<file path="src/rtl/mmio_port_controller.sv">
// ---------------------------------------------------------------------------
// mmio_port_controller
// Memory-mapped I/O block sitting beside the data RAM in the MEM stage.
// Owns a 32-bit output port register and a debounced, change-detecting
// input port with a sticky change flag, overflow flag, saturating change
// counter and an interrupt enable.
//
// Ports
//   clk        : clock, all state updates on rising edge
//   reset      : synchronous, active-high reset
//   Address    : byte address from the MEM stage (bits [1:0] ignored)
//   WriteData  : store data
//   MemWrite   : store strobe
//   MemRead    : load strobe
//   PortIn     : external input, asynchronous to clk
//   ReadData   : load data, zero unless MemRead & IOSelect (combinational)
//   IOSelect   : address falls in the 4-word I/O window (combinational)
//   PortOut    : PORT_OUT register
//   IRQ        : CHANGED & IRQ_EN (combinational from registers)
//
// Register map (offset from BASE_ADDR)
//   0x0 PORT_OUT  RW
//   0x4 PORT_IN   RO, accepted value zero-extended
//   0x8 STATUS    [0] CHANGED, [1] OVERFLOW, [8+:COUNT_WIDTH] COUNT
//                 write 1 to bit0/bit1/bit31 clears CHANGED/OVERFLOW/COUNT
//   0xC CONTROL   [0] IRQ_EN
// ---------------------------------------------------------------------------
module mmio_port_controller #(
    parameter logic [31:0] BASE_ADDR       = 32'hFFFF_0000,
    parameter int unsigned PORT_IN_WIDTH   = 8,
    parameter int unsigned DEBOUNCE_CYCLES = 4,
    parameter int unsigned COUNT_WIDTH     = 8
) (
    input  logic                     clk,
    input  logic                     reset,
    input  logic [31:0]              Address,
    input  logic [31:0]              WriteData,
    input  logic                     MemWrite,
    input  logic                     MemRead,
    input  logic [PORT_IN_WIDTH-1:0] PortIn,
    output logic [31:0]              ReadData,
    output logic                     IOSelect,
    output logic [31:0]              PortOut,
    output logic                     IRQ
);

    localparam int unsigned DBW = (DEBOUNCE_CYCLES > 1) ? $clog2(DEBOUNCE_CYCLES) : 1;
    localparam logic [DBW-1:0] DEB_LAST = DBW'(DEBOUNCE_CYCLES - 1);

    localparam logic [1:0] OFF_PORT_OUT = 2'd0;
    localparam logic [1:0] OFF_PORT_IN  = 2'd1;
    localparam logic [1:0] OFF_STATUS   = 2'd2;
    localparam logic [1:0] OFF_CONTROL  = 2'd3;

    logic [31:0]              port_out_q, port_out_d;
    logic                     irq_en_q,   irq_en_d;
    logic                     changed_q,  changed_d;
    logic                     overflow_q, overflow_d;
    logic [COUNT_WIDTH-1:0]   count_q,    count_d;
    logic [PORT_IN_WIDTH-1:0] sync1_q,    sync1_d;
    logic [PORT_IN_WIDTH-1:0] sync2_q,    sync2_d;
    logic [PORT_IN_WIDTH-1:0] accepted_q, accepted_d;
    logic [DBW-1:0]           deb_cnt_q,  deb_cnt_d;

    logic        change_ev;
    logic        wr_en;
    logic [1:0]  reg_off;
    logic        clr_changed;
    logic        clr_overflow;
    logic        clr_count;
    logic [31:0] status_word;
    logic        unused_addr_bits;

    // Word offset only; byte lane bits do not select anything.
    assign unused_addr_bits = ^Address[1:0];

    assign IOSelect = (Address[31:4] == BASE_ADDR[31:4]);
    assign reg_off  = Address[3:2];
    assign wr_en    = MemWrite & IOSelect;

    assign clr_changed  = wr_en && (reg_off == OFF_STATUS) && WriteData[0];
    assign clr_overflow = wr_en && (reg_off == OFF_STATUS) && WriteData[1];
    assign clr_count    = wr_en && (reg_off == OFF_STATUS) && WriteData[31];

    // Next-state logic: synchronizer, debounce, status and register writes.
    always_comb begin
        port_out_d = port_out_q;
        irq_en_d   = irq_en_q;
        changed_d  = changed_q;
        overflow_d = overflow_q;
        count_d    = count_q;
        accepted_d = accepted_q;
        deb_cnt_d  = deb_cnt_q;
        sync1_d    = PortIn;
        sync2_d    = sync1_q;
        change_ev  = 1'b0;

        // Any return to the accepted value restarts the qualification window.
        if (sync2_q == accepted_q) begin
            deb_cnt_d = '0;
        end else if (deb_cnt_q == DEB_LAST) begin
            accepted_d = sync2_q;
            deb_cnt_d  = '0;
            change_ev  = 1'b1;
        end else begin
            deb_cnt_d = deb_cnt_q + DBW'(1);
        end

        // A new event always wins over a same-edge clear of CHANGED.
        if (change_ev) begin
            changed_d = 1'b1;
        end else if (clr_changed) begin
            changed_d = 1'b0;
        end

        // OVERFLOW marks an event that landed on an unacknowledged CHANGED.
        overflow_d = (change_ev & changed_q & ~clr_changed) | (overflow_q & ~clr_overflow);

        if (clr_count) begin
            count_d = change_ev ? COUNT_WIDTH'(1) : '0;
        end else if (change_ev && !(&count_q)) begin
            count_d = count_q + COUNT_WIDTH'(1);
        end

        if (wr_en) begin
            case (reg_off)
                OFF_PORT_OUT: port_out_d = WriteData;
                OFF_CONTROL:  irq_en_d   = WriteData[0];
                default:      ;
            endcase
        end
    end

    always_ff @(posedge clk) begin
        if (reset) begin
            port_out_q <= '0;
            irq_en_q   <= 1'b0;
            changed_q  <= 1'b0;
            overflow_q <= 1'b0;
            count_q    <= '0;
            sync1_q    <= '0;
            sync2_q    <= '0;
            accepted_q <= '0;
            deb_cnt_q  <= '0;
        end else begin
            port_out_q <= port_out_d;
            irq_en_q   <= irq_en_d;
            changed_q  <= changed_d;
            overflow_q <= overflow_d;
            count_q    <= count_d;
            sync1_q    <= sync1_d;
            sync2_q    <= sync2_d;
            accepted_q <= accepted_d;
            deb_cnt_q  <= deb_cnt_d;
        end
    end

    // Read path: zero-latency mux of register contents.
    always_comb begin
        status_word                    = '0;
        status_word[0]                 = changed_q;
        status_word[1]                 = overflow_q;
        status_word[8 +: COUNT_WIDTH]  = count_q;

        ReadData = '0;
        if (MemRead && IOSelect) begin
            case (reg_off)
                OFF_PORT_OUT: ReadData = port_out_q;
                OFF_PORT_IN:  ReadData = 32'(accepted_q);
                OFF_STATUS:   ReadData = status_word;
                OFF_CONTROL:  ReadData = {31'd0, irq_en_q};
                default:      ReadData = '0;
            endcase
        end
    end

    assign PortOut = port_out_q;
    assign IRQ     = changed_q & irq_en_q;

endmodule
</file>
<file path="config.mk">
export PLATFORM = sky130hd
export DESIGN_NAME = mmio_port_controller
export DESIGN_NICKNAME = d
export VERILOG_FILES = /design/src/rtl/mmio_port_controller.sv
export SDC_FILE = /design/constraint.sdc
export NUM_CORES = 1
export LEC_CHECK = 0
export CAP_MARGIN = 20
export CORE_AREA = 3 3 105 107
export DETAILED_ROUTE_END_ITERATION = 16
export DIE_AREA = 0 0 108 110
export GPL_TIMING_DRIVEN = 0
export PLACE_DENSITY = 0.62
export SETUP_SLACK_MARGIN = 0.05
export SYNTH_ARGS = -nofsm -noshare
export SYNTH_HDL_FRONTEND = slang
export SYNTH_SLANG_ARGS = --single-unit
</file>
<file path="constraint.sdc">
create_clock -name clk -period 2.4 [get_ports clk]
set_clock_uncertainty 0.05 [all_clocks]
set_input_delay 0.36 -clock clk [delete_from_list [all_inputs] [get_ports clk]]
set_output_delay 0.36 -clock clk [all_outputs]
set_load 0.005 [all_outputs]
</file>
==> qor.csv <==
metric,value,unit
# diodes,0,
I/O pin total,142,
"Core Util, Final",49.6,%
ys async rst share,0,%
remaining global-route overflow,0,
worst vdd ir,0.286,mV
layout cells sized above 1,24.7,%
area grow syn2layout,66.5,%
fin crit share,122,%
final hold vios,0,
Skew-Pair Late Insertion Delay,340,ps
antenna violations before repair,0,
Post-DP Area,0.00459,mm2
DRT Pass-1 Iters,4,
Setup-failing EPs final,32,
Cells after Synth,317,
Critical Path End,ReadData[18],
r2r setup slk,280,ps
CP max FO,4,
initial DRC count,87,
Die Y,110,um
largest family of logic cells by synthesized area,simple AND/OR/NAND/NOR gates,
unique cell type count in the Yosys netlist,39,
MaxCap Viol Count,0,
# rows,37,
RSZ-0062 raised after global routing,yes,
Post-synth EDFFs,0,
most frequent cell after synthesis,dfxtp_1,
adder-cell share of the synthesized area,0.821,%
syn_nets,395,
TritonCTS clock tree,yes,
Final WS setup,-531,ps
H-tree depth,3,
sequential-to-total area share from yosys stat,45.3,%
Worst Path Required,1990,ps
CTS Buf Count,9,
CTS Sinks,69,
Routed Antenna Nets,0,
core area,0.0102,mm2
Die ar.,0.0119,mm2
overall power,2.43,mW
Die Width,108,um
r2r endpoint,accepted_q[5]$_SDFFE_PP0P_,
final instance area,0.00507,mm2
status,"finished, violations left",
Crit. End Element,output port,
XOR/XNOR Fraction of Synth Area,2.30,%
Setup crit start kind,primary input,
post-synthesis simple-gate area fraction,24.6,%
HPWL after DPL,7.00,mm
post-synth top area cell,dfxtp_1,
Compound-Gate Fraction of Synth Area,4.68,%
worst r2r path cells,7,
Max Fclk,0.341,GHz
area of the mapped netlist,0.00305,mm2
DR vias,2880,
Vias/cell,4.55,
# nets final,570,
failing checks,negative setup slack,
drt wl/cell,15.1,um
initial core utilization,29.8,%
Clock transition at path regs,80,ps
slew margin rel.,56.0,%
pins over their slew limit,0,
reg2reg start,accepted_q[4]$_SDFFE_PP0P_,
CP Class,in2out,
Hold Buf Count CTS,0,
Ys Warns,0,
Routability Congestion,0.800,
CTS max path bufs,2,
first-pass GRT wire length,14.9,mm
"Top FF cell, synth",dfxtp_1,
CP Launch Point,Address[8],
number of port buffers,137,
WP data arrival,2520,ps
Synth Register Bits,69,
Synth area leaders,"dfxtp_1 45%, mux2i_1 19%, nor2_1 7.0%, and2_1 3.5%, nor2b_1 3.5%",
Worst Tran Pin Value,660,ps
PD cells,479,mW/mm2
vias in the first global route,2930,
mean post-synth cell area,9.61,um2
"top cells by count, synth","69 x dfxtp_1, 57 x mux2i_1, 57 x nor2_1, 17 x and2_1, 17 x nor2b_1",
mux cell area share after synthesis,19.5,%
Leak,2.28,nW
DRC Markers,0,
Hold Path Class,reg2reg,
Total Routing Usage GR,16.2,%
minimum clock period,2930,ps
final WL,9.57,mm
CTS Root Cell,clkbuf_8,
Yosys top cell area share,45.3,%
largest net degree at the start of global routing,14,
[report_power, final]
group,internal [mW],switching (mW),leakage (nW)
combinational,0.132,0.0750,1.61
clock,0.590,0.463,0.110
sequential,1.16,0.00889,0.559
total,1.88,0.546,2.28
[cells by family (layout without fill, tap and decap cells)]
logic type                 count (synthesis)  after routing
DFF                                       69             69
muxes                                     58             58
AOI/OAI and AO/OA                         22             22
buffers and inverters                     21            201
and+or+nand+nor                          137            137
xor gates and xnor gates                   8              8
adders and majority gates                  2              2
[metal layers]
| layer | wire length [um] | up-vias | global-route usage [%] | share of wire [%] |
|---|---|---|---|---|
| met4 | 108 | 0 | 4.33 | 1.1 |
| met3 | 595 | 11 | 4.95 | 6.2 |
| met1 | 4010 | 1341 | 19.2 | 42 |
| li1 | - | 1451 | - | - |
| met5 | 0 | - | 0 | 0 |
| met2 | 4860 | 77 | 28.5 | 51 |
[flip-flops by register name, summed over array words and instances, names as in the netlist]
name	flops
sync2_q	8
PortOut	32
accepted_q	8
overflow_q	1
irq_en_q	1
count_q	8
deb_cnt_q	2
sync1_q	8
changed_q	1
[layout make-up]
type                            count  area (um2)
Clock buffer                        9         124
Sequential cell                    69        1380
Clock inverter                      7        98.8
Timing Repair Buffer              164        1510
Inverter                            4        17.5
Buffer                             17        81.3
Tap cell                          136         170
Multi-Input combinational cell    227        1690
Fill cell                        1000        5160
[layout by cell type, fill, tap and decap left out, types with 2 or more instances in the layout]
cell,netlist,routed
buf_4,0,15
nor2_4,0,4
inv_1,4,3
and2_1,17,6
nor2_1,57,46
and3_4,0,2
dfxtp_1,69,69
clkbuf_8,0,9
clkbuf_1,12,10
nand4b_1,2,2
clkdlybuf4s50_1,0,91
clkinv_4,0,2
buf_6,0,27
nand4_1,5,5
dlygate4sd2_1,0,3
clkdlybuf4s15_1,0,5
o31ai_1,4,4
xnor2_1,8,8
bufinv_16,0,2
ha_1,2,2
mux2i_1,57,57
nand3_1,6,6
o21ai_0,3,3
clkbuf_2,0,12
or4_1,6,4
buf_2,5,17
a21oi_1,7,7
nor2_2,0,7
and3_1,7,5
nand3b_1,2,2
nor2b_1,17,17
nand2_1,6,6
or4_4,0,2
and2_4,0,11
or3_1,2,2
[stage by stage]
step                hold WS, ps  worst slack [ps]  cells  setup TNS, ps
floorplan                   357             -61.3    317           -613
global route                408              -646    633         -16100
CTS                         391              -543    624         -15480
global placement            366             -1350    590         -52540
detailed placement          374             -1390    590         -54450
finish                      387              -531    633         -12820
[worst min path at each step]
stage,startpoint,endpoint,slack (ps),cells after the start
6_report,deb_cnt_q[0]$_SDFF_PP0_,deb_cnt_q[0]$_SDFF_PP0_,390,1
5_1_grt,sync1_q[2]$_SDFF_PP0_,sync2_q[2]$_SDFF_PP0_,410,1
4_1_cts,sync1_q[3]$_SDFF_PP0_,sync2_q[3]$_SDFF_PP0_,390,1
3_5_place_dp,sync1_q[0]$_SDFF_PP0_,sync2_q[0]$_SDFF_PP0_,370,1
3_3_place_gp,deb_cnt_q[0]$_SDFF_PP0_,deb_cnt_q[0]$_SDFF_PP0_,370,1
2_1_floorplan,deb_cnt_q[0]$_SDFF_PP0_,deb_cnt_q[0]$_SDFF_PP0_,360,1
[what timing repair did]
action / CTS / global route
resized for setup: 121 / 82
endpoints found under the setup margin: 71 / 41
cloned: 1 / 0
hold endpoints to repair: 0 / 0
setup buffers: 17 / 9
pin swaps: 14 / 7
[critical path, stage by stage]
cell and delay, ps:
buf_6 90, or4_4 540, nor4_4 280, buf_4 190
nand2_4 60, nor4b_4 410, buf_4 190, buf_6 90
buf_6 90, and2_4 120, buf_6 90
No activity file was read; power rests on OpenSTA's default activity.
